==> config.mk <==
export PLATFORM = sky130hd
export DESIGN_NAME = demux_1_4_buffered
export DESIGN_NICKNAME = d
export VERILOG_FILES = /design/src/rtl/demux_pkg.sv /design/src/rtl/fifo_2_entry.sv /design/src/rtl/demux_1_4_buffered.sv
export SDC_FILE = /design/constraint.sdc
export NUM_CORES = 1
export LEC_CHECK = 0
export CORE_MARGIN = 2
export CORE_UTILIZATION = 32
export DETAILED_ROUTE_END_ITERATION = 6
export RECOVER_POWER = 25
export REMOVE_ABC_BUFFERS = 1
export SLEW_MARGIN = 25
export SYNTH_ARGS = -nofsm -noshare
export SYNTH_HDL_FRONTEND = slang
export SYNTH_SLANG_ARGS = --single-unit
==> constraint.sdc <==
create_clock -name clk -period 1.9 [get_ports clk]
set_input_delay 0.57 -clock clk [delete_from_list [all_inputs] [get_ports clk]]
set_output_delay 0.57 -clock clk [all_outputs]
set_load 0.01 [all_outputs]
==> src/rtl/demux_pkg.sv <==
// rtl/demux_pkg.sv - shared constants and types for the buffered 1:4 demultiplexer
//
// Contents:
//   N_OUT      number of output streams
//   SEL_W      width of the destination select
//   FIFO_DEPTH entries per output buffer
//   occ_t      per-buffer occupancy count (0..FIFO_DEPTH)
package demux_pkg;

    localparam int N_OUT      = 4;
    localparam int SEL_W      = 2;
    localparam int FIFO_DEPTH = 2;

    typedef logic [1:0] occ_t;

endpackage

==> src/rtl/fifo_2_entry.sv <==
// rtl/fifo_2_entry.sv - two-entry FIFO buffering one demultiplexer output
//
// Ports:
//   clk        clock, rising edge
//   rst        synchronous active-high reset; clears occupancy, pointers and storage
//   push       write push_data this cycle (ignored when full)
//   push_data  payload to write
//   pop        consumer takes head this cycle (ignored when empty)
//   head_data  oldest stored beat
//   empty      occupancy is zero
//   full       occupancy equals DEPTH
module fifo_2_entry
    import demux_pkg::*;
#(
    parameter int W     = 4,
    parameter int DEPTH = FIFO_DEPTH
) (
    input  logic         clk,
    input  logic         rst,
    input  logic         push,
    input  logic [W-1:0] push_data,
    input  logic         pop,
    output logic [W-1:0] head_data,
    output logic         empty,
    output logic         full
);

    logic [W-1:0] mem [DEPTH];
    logic         wr_ptr;
    logic         rd_ptr;
    occ_t         occ;

    logic do_push;
    logic do_pop;

    // Guards make the buffer safe on its own: a push into a full buffer or a
    // pop from an empty one is a no-op rather than corrupting the count.
    assign do_push = push && !full;
    assign do_pop  = pop && !empty;

    always_ff @(posedge clk) begin
        if (rst) begin
            wr_ptr <= 1'b0;
            rd_ptr <= 1'b0;
            occ    <= '0;
            for (int k = 0; k < DEPTH; k++) begin
                mem[k] <= '0;
            end
        end else begin
            if (do_push) begin
                mem[wr_ptr] <= push_data;
                wr_ptr      <= ~wr_ptr;
            end
            if (do_pop) begin
                rd_ptr <= ~rd_ptr;
            end
            // Simultaneous push and pop leaves the count unchanged.
            case ({do_push, do_pop})
                2'b10:   occ <= occ + occ_t'(1);
                2'b01:   occ <= occ - occ_t'(1);
                default: occ <= occ;
            endcase
        end
    end

    // Full/empty come from the occupancy count; the pointers are equal both
    // when empty and when full, so they cannot distinguish the two.
    assign empty     = (occ == occ_t'(0));
    assign full      = (occ == occ_t'(DEPTH));
    assign head_data = mem[rd_ptr];

endmodule

==> src/rtl/demux_1_4_buffered.sv <==
// rtl/demux_1_4_buffered.sv - 1:4 stream demultiplexer with a 2-entry FIFO per output
//
// Ports:
//   clk        clock, rising edge
//   rst        synchronous active-high reset; flushes all buffers
//   in_valid   input beat present
//   in_sel     destination output index 0..3
//   in_data    input payload
//   in_ready   selected output buffer has room
//   out_valid  bit i: output i holds a beat
//   out_data   slice [i*W +: W]: head beat of output i
//   out_ready  bit i: consumer i takes the beat
module demux_1_4_buffered
    import demux_pkg::*;
#(
    parameter int W     = 4,
    parameter int DEPTH = FIFO_DEPTH
) (
    input  logic               clk,
    input  logic               rst,
    input  logic               in_valid,
    input  logic [SEL_W-1:0]   in_sel,
    input  logic [W-1:0]       in_data,
    output logic               in_ready,
    output logic [N_OUT-1:0]   out_valid,
    output logic [N_OUT*W-1:0] out_data,
    input  logic [N_OUT-1:0]   out_ready
);

    logic [N_OUT-1:0] full_vec;
    logic [N_OUT-1:0] empty_vec;
    logic [N_OUT-1:0] push_vec;

    // Ready depends only on registered occupancy of the selected buffer, so a
    // pop in the same cycle never opens a slot for the incoming beat.
    assign in_ready = !full_vec[in_sel];

    for (genvar i = 0; i < N_OUT; i++) begin : g_out
        assign push_vec[i]  = in_valid && in_ready && (in_sel == SEL_W'(i));
        assign out_valid[i] = !empty_vec[i];

        fifo_2_entry #(
            .W     (W),
            .DEPTH (DEPTH)
        ) u_fifo (
            .clk       (clk),
            .rst       (rst),
            .push      (push_vec[i]),
            .push_data (in_data),
            .pop       (out_ready[i]),
            .head_data (out_data[i*W +: W]),
            .empty     (empty_vec[i]),
            .full      (full_vec[i])
        );
    end

endmodule
==> summary.txt, run 1 <==
Run status
  • Status: complete, but fails checks
  • Failing checks: negative setup slack

Die
  • Die ar.: 8016 µm²
  • I/O pins: 34
  • Core footprint: 7176 µm²
  • Die height: 89.53 µm
  • Row count: 31
  • Die width: 89.53 µm
  • Starting Density: 0.3262

Final layout
  • Nets: 292
  • Synth-to-Final Area Change: 37.47%
  • Final Util: 0.4485
  • Layout cell share with drive strength beyond 1: 0.3333
  • N_diodes: 0

Power and ir drop
  • Maximum VDD drop: approximately 0.00028 V
  • Sw power: roughly 730 µW
  • Switching Fraction: 0.2646
  • Pwr Total: between 2 and 3 mW
  • P_int: 2.033 mW
  • Flop pwr share: 0.496
  • Static leakage: 1.221 nW
  • PD cells: 859.2 nW/µm²
  • Gate power share: 0.270
  • Clock share of power: 0.235

STA
  • RSZ-0062 raised after global routing: yes
  • Crit share post-route: 1.031
  • Hold slack: 0.4946 ns
  • Setup slack after layout: -0.05926 ns
  • Max Slew Vio Count: 0
  • Final setup violation count: 1
  • Final Critical Period: 1.959 ns
  • Clock skew: 0.004100 ns
  • Slew @ Worst Pin: just over 0.5 ns
  • F_max: 510.4 MHz
  • Hold Vio Cnt, Final: 0
  • Max-Slew Margin vs Limit: 0.6552

Detailed routing
  • Residual DRC: 0
  • Drt total wl: 4485 µm
  • Via/cell ratio: 4.456
  • Total number of vias: 1671
  • DR iter-0 viols: about 100
  • Post-DRT Antenna Nets: 0
  • DR WL/cell: between 10 and 15 µm
  • Pre-antenna DRT Iters: 4

GRT
  • Grt total ovfl: 0
  • Initial antenna violation count: 0
  • Largest net degree at the start of global routing: 17
  • GRT Total Usage: 0.1213
  • First-pass GRT wire length: 7245 µm
  • Vias in the first global route: 1556

Critical path
  • Worst path arrival time: 1.39 ns
  • CP top delay family: multiplexers
  • Max incr delay on CP: 0.49 ns
  • Setup crit start kind: register
  • CP Max Fanout: 2
  • CP bufs+invs: 1
  • CP max stage cell: mux4_2
  • Worst path required time: approximately 1.3 ns
  • Kind of critical path: reg -> out
  • Nature of the critical path endpoint: primary output
  • CP cell instances: nand2b_4, mux4_2, buf_6

Clock tree
  • CTS Buf Count: 5
  • Worst-skew pair later-pin latency: 0.30 ns
  • Clock transition at path regs: 0.09 ns
  • CTS tree: yes
  • Clk root buf: clkbuf_8
  • H-tree levels: 2
  • Clk buf depth: 2
  • Clock Sinks: 52

Worst hold path
  • Class of the worst hold path: reg -> reg

Place
  • DPL Wire Length: 3424 µm
  • DP Worst Slack: -0.8121 ns
  • Routability cong.: 0.7640
  • IO buf count: 33

Logic synthesis
  • Ys Warns: 0
  • Top area cells in the synthesized netlist: edfxtp_1 41%, dfxtp_1 17%, mux2_2 7.7%, nor2_1 6.4%, nand2b_1 4.5%
  • Flops & latches, synth: between 50 and 60
  • Synth unique cells: 30
  • Post-Syn Instances: around 200
  • Largest area contributor in the netlist: edfxtp_1
  • Mapped Avg Cell Area: 11.42 µm²
  • Top-area cell type share of the netlist area: 0.4105
  • Synth Cell Area: between 2000 and 2500 µm²
  • Sequential-to-total area share from yosys stat: 0.5815

Run
  • Max_cap viols: 0
==> routing by layer <==
layer,wire length (µm),vias up,track usage
met2,2188,26,0.1899
met3,151,5,0.02770
met5,0,-,0
met1,2080,787,0.1628
li1,-,853,-
met4,64,0,0.04885
==> cells in the final DEF, fill, tap and decap left out, types with 2 or more instances in the layout <==
cell | Yosys | routed
nand3_2 | 0 | 2
clkdlybuf4s15_1 | 0 | 14
or3_1 | 4 | 4
dlygate4sd3_1 | 0 | 2
mux2_2 | 16 | 16
dfxtp_1 | 20 | 14
a31o_2 | 2 | 2
nand2b_1 | 17 | 13
clkbuf_2 | 0 | 4
o31ai_1 | 2 | 2
xor2_1 | 4 | 4
or4_1 | 2 | 2
nor2_2 | 4 | 4
dlygate4sd2_1 | 0 | 4
nor2_1 | 40 | 40
nand2b_4 | 0 | 4
inv_1 | 3 | 2
ha_1 | 4 | 4
nand3_1 | 4 | 2
buf_6 | 1 | 2
nand4_1 | 6 | 6
edfxtp_1 | 32 | 32
or2_2 | 4 | 4
a21oi_1 | 7 | 7
buf_4 | 0 | 31
dfxtp_2 | 0 | 2
buf_12 | 0 | 4
clkinvlp_4 | 0 | 2
o21a_1 | 4 | 4
clkbuf_8 | 0 | 6
xnor2_1 | 8 | 8
clkbuf_1 | 5 | 5
clkdlybuf4s50_1 | 0 | 7
dfxtp_4 | 0 | 4
nor2b_1 | 2 | 2
o21ai_0 | 4 | 4
==> synthesized netlist by cell type <==
cell and instances:
or3_1 4, or2_2 4, o21ai_0 4, nand2_1 1, edfxtp_1 32, buf_6 1, buf_2 1, nand4_1 6
and2_1 1, buf_1 4, dfxtp_1 20, ha_1 4, nor2b_1 2, o31ai_1 2, xnor2_1 8, or4_1 2
mux4_2 1, nand3_1 4, mux2_2 16, clkbuf_1 5, xor2_1 4, inv_1 3, a21oi_1 7, a31o_2 2
nand2b_1 17, a21oi_2 1, nor2_2 4, o21a_1 4, and2b_1 1, nor2_1 40
==> cell type report <==
| type | count | area, µm² |
|---|---|---|
| Clock inverter | 2 | 15.01 |
| Sequential cell | 52 | 1379 |
| Tap cell | 99 | 123.9 |
| Timing Repair Buffer | 74 | 646.9 |
| Fill cell | 693 | 3958 |
| Inverter | 3 | 11.26 |
| Clock buffer | 6 | 82.58 |
| Multi-Input combinational cell | 139 | 959.7 |
==> power groups by stage <==
stage	clock [mW]	combinational [mW]	sequential, mW
finish	0.649	0.745	1.37
global route	0.723	0.821	1.38
CTS	0.669	0.757	1.37
detailed placement	0	0.792	1.38
global placement	0	0.782	1.38
floorplan	0	0.375	1.39
==> path summary, 6_finish.rpt <==
| check | startpoint | end | slack, ns | depth (start not counted) |
|---|---|---|---|---|
| hold reg to reg | g_out[2].u_fifo.wr_ptr | g_out[2].u_fifo.wr_ptr | 0.49 | 2 |
| setup / recovery | g_out[2].u_fifo.occ[0] | in_ready | -0.06 | 3 |
| setup reg to reg | g_out[0].u_fifo.occ[1] | g_out[0].u_fifo.mem[0][0] | 0.34 | 4 |
| hold / removal | g_out[2].u_fifo.wr_ptr | g_out[2].u_fifo.wr_ptr | 0.49 | 2 |
==> flip-flops by register name, indices dropped and copies added, names as in the netlist, named ones only <==
name                 flops
g_out.u_fifo.rd_ptr      4
g_out.u_fifo.wr_ptr      4
g_out.u_fifo.occ         8
g_out.u_fifo.mem        32
==> logic make-up after synthesis <==
kind of cell	count (synthesis)	share of synthesized area
simple gates	86	0.1855
flops	52	0.5815
compound gates	20	0.05398
mux	17	0.08658
buf+inv	14	0.02619
xor+xnor	12	0.04490
fa+ha+maj	4	0.02138
==> worst register-to-register path, stage by stage, from the launching register on <==
cell,delay (ns)
dfxtp_1,0.34
buf_4,0.15
nor2b_1,0.13
or4_1,0.43
nand2b_1,0.20
==> what timing repair did <==
action / 4_1_cts / 5_1_grt
resized for setup: 46 / 26
endpoints found under the hold margin: 0 / 0
pin swaps: 0 / 2
setup buffers: 0 / 0
setup endpoints to repair: 37 / 21
hold buffers: 0 / 0
cloned: 0 / 0
==> metrics by stage <==
step | setup TNS (ns) | std cells | instance area, µm²
after floorplan | 0 | 194 | 2291
after global placement | -18.89 | 367 | 3115
after detailed placement | -19.65 | 367 | 3115
after CTS | -0.08817 | 375 | 3222
after global routing | -1.747 | 375 | 3218
final | -0.05926 | 375 | 3218
No activity file was read; power rests on OpenSTA's default activity.
==> inputs of run 2 (changes only) <==
--- a/config.mk
+++ b/config.mk
@@ -6,8 +6,9 @@
 export NUM_CORES = 1
 export LEC_CHECK = 0
 export CORE_MARGIN = 2
-export CORE_UTILIZATION = 32
+export CORE_UTILIZATION = 44
 export DETAILED_ROUTE_END_ITERATION = 6
+export PLACE_DENSITY = 0.69
 export RECOVER_POWER = 25
 export REMOVE_ABC_BUFFERS = 1
 export SLEW_MARGIN = 25
==> run 2 against run 1 <==
  * The flow still finishes with violations (negative setup slack)
  * Cell count fell by 8.5%
  * Sequential power barely moved
  * Maximum frequency fell by 0.52%
  * Sequential share of layout area rose by 1.7 points
  * Hold slack improved by 0.017 ns
  * Final area fell by 3.9%
  * Critical endpoint unchanged
  * First-iteration DRC count rose by 21%
  * Largest cell class unchanged
  * Clock skew rose by 0.0035 ns
  * Clock power barely moved
==> summary.txt, run 2 (synthesized netlist as in run 1, its figures left out) <==
Die
  • Die width: ~77 µm
  • Row count: 26
  • Die height: 76.94 µm
  • Starting Density: 0.4584
  • Core footprint: around 5100 µm²
  • Die ar.: 5920 µm²
  • I/O pins: 34

Place
  • Total placed cells including tap cells: 335
  • IO buf count: 33
  • DPL Wire Length: approximately 3200 µm
  • Post-placement cell area: 3007 µm²
  • Routability cong.: 0.7005

Detailed routing
  • Residual DRC: 0
  • Via/cell ratio: 4.810
  • Total number of vias: between 1500 and 2000
  • Pre-antenna DRT Iters: 4
  • DR WL/cell: 12.10 µm
  • Drt total wl: just over 4000 µm
  • DR iter-0 viols: roughly 120
  • Post-DRT Antenna Nets: 0

Final layout
  • N_diodes: 0
  • Final cell count without fillers: 343
  • Register with the most flip-flops: g_out.u_fifo.mem
  • Commonest non-fill, non-tap cell in the layout: nor2_1
  • Layout cell share with drive strength beyond 1: 0.3260
  • Largest register FFs: 32
  • Nets: 289
  • Final Util: 0.6056
  • FILL cells: 433
  • Post-layout instance area: about 3100 µm²
  • Most frequent cells in the layout: 40 x nor2_1, 32 x edfxtp_1, 31 x buf_4
  • Synth-to-Final Area Change: 32.12%
  • Largest regs: g_out.u_fifo.mem: 32 flops, g_out.u_fifo.occ: 8 flops

Clock tree
  • H-tree levels: 2
  • Clk buf depth: 2
  • Clk root buf: clkbuf_8
  • Clock transition at path regs: 0.10 ns
  • Cts hold-fix bufs: 0
  • Worst-skew pair later-pin latency: 0.31 ns
  • CTS Buf Count: 5
  • Clock Sinks: 52
  • CTS tree: yes
  • Postcts setup bufs: 0

GRT
  • Largest net degree at the start of global routing: 23
  • First-pass GRT wire length: between 7000 and 8000 µm
  • Initial antenna violation count: 0
  • Grt total ovfl: 0
  • Vias in the first global route: 1594
  • GRT Total Usage: 0.1536

Power and ir drop
  • Pwr Total: approximately 2.7 mW
  • PD cells: 884.4 nW/µm²
  • Static leakage: between 1 and 1.5 nW
  • Maximum VDD drop: approximately 0.00049 V

STA
  • Max-Slew Margin vs Limit: 0.6594
  • Crit share post-route: 1.037
  • RSZ-0062 raised after global routing: yes
  • Final Critical Period: 1.970 ns
  • Clock skew: 0.007601 ns
  • Setup TNS: -0.06956 ns
  • Final setup violation count: 1
  • Hold Vio Cnt, Final: 0
  • Slew @ Worst Pin: 0.5109 ns
  • Setup slack after layout: -0.06956 ns
  • Max Slew Vio Count: 0
  • F_max: roughly 510 MHz

Critical path
  • Worst Setup SP: in_sel[0]
  • Max incr delay on CP: 0.51 ns
  • Nature of the critical path endpoint: primary output
  • CP cell instances: buf_2, inv_2, mux4_2, buf_6
  • Worst path required time: 1.33 ns
  • Setup crit start kind: primary input
  • R2r startpoint: g_out[2].u_fifo.occ[1]
  • FF-to-FF path depth: 5
  • CP max stage cell: mux4_2
  • Kind of critical path: in -> out
  • Worst path arrival time: 1.40 ns
  • CP Max Fanout: 2

Worst hold path
  • Cells on Worst Hold Path: 2
  • Class of the worst hold path: reg -> reg
  • Hold path startpoint: g_out[0].u_fifo.wr_ptr

Run status
  • Failing checks: negative setup slack
  • Status: complete, but fails checks

Run
  • Max_cap viols: 0
run 2: timing repair:
item / CTS / global route
endpoints found under the setup margin: 36 / 18
resized for setup: 47 / 20
cloned: 0 / 0
pin swaps: 2 / 0
run 2: area by class of cell:
cell class,count,area (µm²),share of cell area
Sequential cell,52,1378,0.4454
Multi-Input combinational cell,139,950.9,0.3074
Timing Repair Buffer,71,570.5,0.1845
Tap cell,70,87.58,0.02832
Clock buffer,5,68.82,0.02225
Clock inverter,3,26.28,0.008495
Inverter,3,11.26,0.003641
run 2: worst paths after layout:
check | to | slack [ns]
setup / recovery | in_ready | -0.07
hold reg to reg | g_out[0].u_fifo.wr_ptr | 0.51
setup reg to reg | g_out[2].u_fifo.occ[1] | 0.33
hold / removal | g_out[0].u_fifo.wr_ptr | 0.51
run 2: worst max-delay path: cells and delay by family:
| kind | cells | cell delay [ns] |
|---|---|---|
| buffers and inverters | 3 | 0.32 |
| multiplexers | 1 | 0.51 |
run 2: power by group:
part           total, mW  switching, mW  internal (mW)
clock              0.650          0.379          0.271
combinational      0.717          0.305          0.412
sequential          1.37         0.0616           1.31
total               2.74          0.746           1.99
run 2: per-layer routing:
metal / vias to the layer above / track usage / routed length, µm
li1: 848 / - / -
met2: 23 / 0.2623 / 2058
met1: 775 / 0.1904 / 1920
met3: 4 / 0.03176 / 110
met5: - / 0 / 0
met4: 0 / 0.06000 / 59
run 2: stage by stage:
stage,hold slack (ns),setup WS [ns]
final,0.5112,-0.06956
after global routing,0.5237,-0.1071
after CTS,0.5129,-0.07680
after detailed placement,0.4959,-0.7807
after global placement,0.4702,-0.8131
after floorplan,0.4504,0.07793
==> inputs of run 3 (changes only) <==
--- a/config.mk
+++ b/config.mk
@@ -14,4 +14,5 @@
 export SLEW_MARGIN = 25
 export SYNTH_ARGS = -nofsm -noshare
 export SYNTH_HDL_FRONTEND = slang
+export SYNTH_HIERARCHICAL = 1
 export SYNTH_SLANG_ARGS = --single-unit
==> run 3 against run 2 <==
  * The run still ends with negative setup slack left
  * Hold slack got worse by 0.017 ns
  * Synthesized cell count rose by 8.8%
  * Critical path type unchanged
  * Die area rose by 2.7%
  * Critical endpoint unchanged
  * Sequential share of layout area fell by 3.5 points
  * Core utilization rose by 4.2 points
==> summary.txt, run 3 <==
Power and ir drop
  • Maximum VDD drop: 0.0004966 V
  • Sw power: roughly 800 µW
  • Static leakage: 1.360 nW
  • Flop pwr share: 0.477
  • PD cells: 869.1 nW/µm²
  • Clock share of power: 0.204
  • P_int: 2.108 mW
  • Switching Fraction: 0.2803
  • Gate power share: 0.319

Clock tree
  • Clock transition at path regs: 0.08 ns
  • Worst-skew pair later-pin latency: 0.31 ns
  • H-tree levels: 2
  • Cts hold-fix bufs: 0
  • Clock Sinks: 52
  • Clk buf depth: 2
  • CTS tree: yes
  • Clk root buf: clkbuf_8
  • CTS Buf Count: 5

Final layout
  • Nets: 316
  • Most frequent cells in the layout: 48 x nor2_1, 36 x buf_4, 32 x edfxtp_1
  • N_diodes: 0
  • Largest regs: g_out.u_fifo/mem: 32 flops, g_out.u_fifo/occ: 8 flops
  • Largest register FFs: 32
  • Multi-input gate area in the final layout: roughly 1100 µm²
  • Final Util: 0.6476
  • Synth-to-Final Area Change: 40.02%
  • Layout cell share with drive strength beyond 1: 0.3733
  • Register with the most flip-flops: g_out.u_fifo/mem
  • Final cell count without fillers: 370
  • Commonest non-fill, non-tap cell in the layout: nor2_1
  • Register Area: around 1400 µm²
  • FILL cells: 434

STA
  • Hold Vio Cnt, Final: 0
  • RSZ-0062 raised after global routing: yes
  • Slew @ Worst Pin: 0.4863 ns
  • Max Slew Vio Count: 0
  • F_max: between 500 and 600 MHz
  • Setup TNS: -0.09965 ns
  • Final setup violation count: 1
  • Max-Slew Margin vs Limit: 0.6758
  • Crit share post-route: 1.052
  • Hold slack: 0.4939 ns
  • Clock skew: 0.01036 ns
  • Final Critical Period: 2.000 ns
  • Setup slack after layout: -0.09965 ns

Critical path
  • CP max stage cell: mux4_2
  • Nature of the critical path endpoint: primary output
  • Worst path arrival time: between 1 and 1.5 ns
  • FF-to-FF path depth: 10
  • CP Max Fanout: 2
  • CP cell instances: clkdlybuf4s15_2, mux4_2, inv_2, buf_6
  • Max incr delay on CP: 0.50 ns
  • Setup crit start kind: primary input
  • Kind of critical path: in -> out
  • R2R Setup Slk: 0.03 ns
  • Worst path required time: roughly 1.3 ns

GRT
  • Grt total ovfl: 0
  • Vias in the first global route: 1679
  • Largest net degree at the start of global routing: 32
  • Initial antenna violation count: 0
  • GRT Total Usage: 0.1645
  • First-pass GRT wire length: 7797 µm

Detailed routing
  • Total number of vias: 1785
  • Pre-antenna DRT Iters: 4
  • DR iter-0 viols: 94
  • Residual DRC: 0
  • DR WL/cell: 12.59 µm
  • Via/cell ratio: 4.824
  • Post-DRT Antenna Nets: 0
  • Drt total wl: about 4700 µm

Logic synthesis
  • Flops & latches, synth: 52
  • Top area cells in the synthesized netlist: edfxtp_1 40%, dfxtp_1 17%, mux2_2 7.5%, nor2_1 7.5%, nand2b_1 4.9%
  • Largest area contributor in the netlist: edfxtp_1
  • Number of synthesized flops with an enable pin: 32
  • Synth unique cells: 28
  • Count leader, synth: nor2_1
  • Post-Syn Instances: 223
  • Post-synth ARST share: 0
  • Top-area cell type share of the netlist area: 0.3992
  • Mapped Avg Cell Area: 10.80 µm²
  • Ys Warns: 6
  • Sequential-to-total area share from yosys stat: 0.5655
  • Synth Cell Area: approximately 2400 µm²
  • Commonest cells in the netlist: 48 x nor2_1, 32 x edfxtp_1, 20 x dfxtp_1
  • Ys flop type: edfxtp_1

Place
  • IO buf count: 33
  • Routability cong.: 0.7521
  • DPL Wire Length: 3396 µm
  • Total placed cells including tap cells: 358

Worst hold path
  • Class of the worst hold path: reg -> reg
  • Cells on Worst Hold Path: 2

Die
  • I/O pins: 34
  • Starting Density: 0.4625
  • Die ar.: 6079 µm²
  • Die height: between 70 and 80 µm
  • Row count: 26
  • Die width: 77.97 µm
  • Core footprint: 5205 µm²

Run
  • Max_cap viols: 0

Run status
  • Failing checks: negative setup slack
  • Status: complete, but fails checks
==> run 3: path summary, 6_finish.rpt <==
kind | endpoint | from
worst max register to register | g_out[3].u_fifo/occ[1] | g_out[3].u_fifo/occ[0]
worst min-delay path | g_out[0].u_fifo/wr_ptr | g_out[0].u_fifo/wr_ptr
worst max-delay path | in_ready | in_sel[0]
worst min register to register | g_out[0].u_fifo/wr_ptr | g_out[0].u_fifo/wr_ptr
==> run 3: through the flow <==
step / area, µm² / power [mW] / setup WS [ns]
finish: 3371 / 2.929 / -0.09965
global route: 3371 / 3.103 / -0.1569
CTS: 3227 / 2.857 / -0.1207
detailed placement: 3100 / 2.302 / -0.8345
global placement: 3100 / 2.280 / -0.8235
floorplan: 2377 / 1.854 / -0.1984
==> run 3: area by class of cell <==
type                            instances  area share
Inverter                               13     0.01448
Sequential cell                        52      0.4102
Tap cell                               70     0.02598
Clock inverter                          3    0.004083
Timing Repair Buffer                   76      0.1901
Clock buffer                            5     0.02042
Multi-Input combinational cell        151      0.3348
==> run 3: critical path, delay by kind of cell <==
family / cells / cell delay (ns)
multiplexers: 1 / 0.50
buffers and inverters: 3 / 0.36
==> run 3: kinds of logic after synthesis <==
logic type               count (synthesis)  share of synthesized area
AND/OR/NAND/NOR                         97                     0.2037
AO/OA/AOI/OAI                           21                    0.04938
flip-flops                              52                     0.5655
multiplexers                            17                    0.08420
XOR/XNOR                                12                    0.04366
buffers and inverters                   20                    0.03274
adder cells (fa/ha/maj)                  4                    0.02079
==> run 3: power groups by stage <==
stage / Sequential [mW] / Combinational (mW) / Clock (mW)
floorplan: 1.41 / 0.441 / 0
global placement: 1.40 / 0.878 / 0
detailed placement: 1.41 / 0.894 / 0
CTS: 1.39 / 0.851 / 0.615
global route: 1.41 / 1.03 / 0.658
finish: 1.40 / 0.936 / 0.597
==> run 3: per-layer routing <==
layer  GRT usage  part of all wire
met1      0.2113              0.46
met2      0.2716              0.49
met3     0.03488             0.040
met4     0.06491             0.016
met5           0                 0
==> run 3: what timing repair did <==
action,CTS,global route
endpoints found under the setup margin,72,34
hold endpoints to repair,0,0
pin swaps,7,7
resized for setup,49,37
setup buffers,2,2
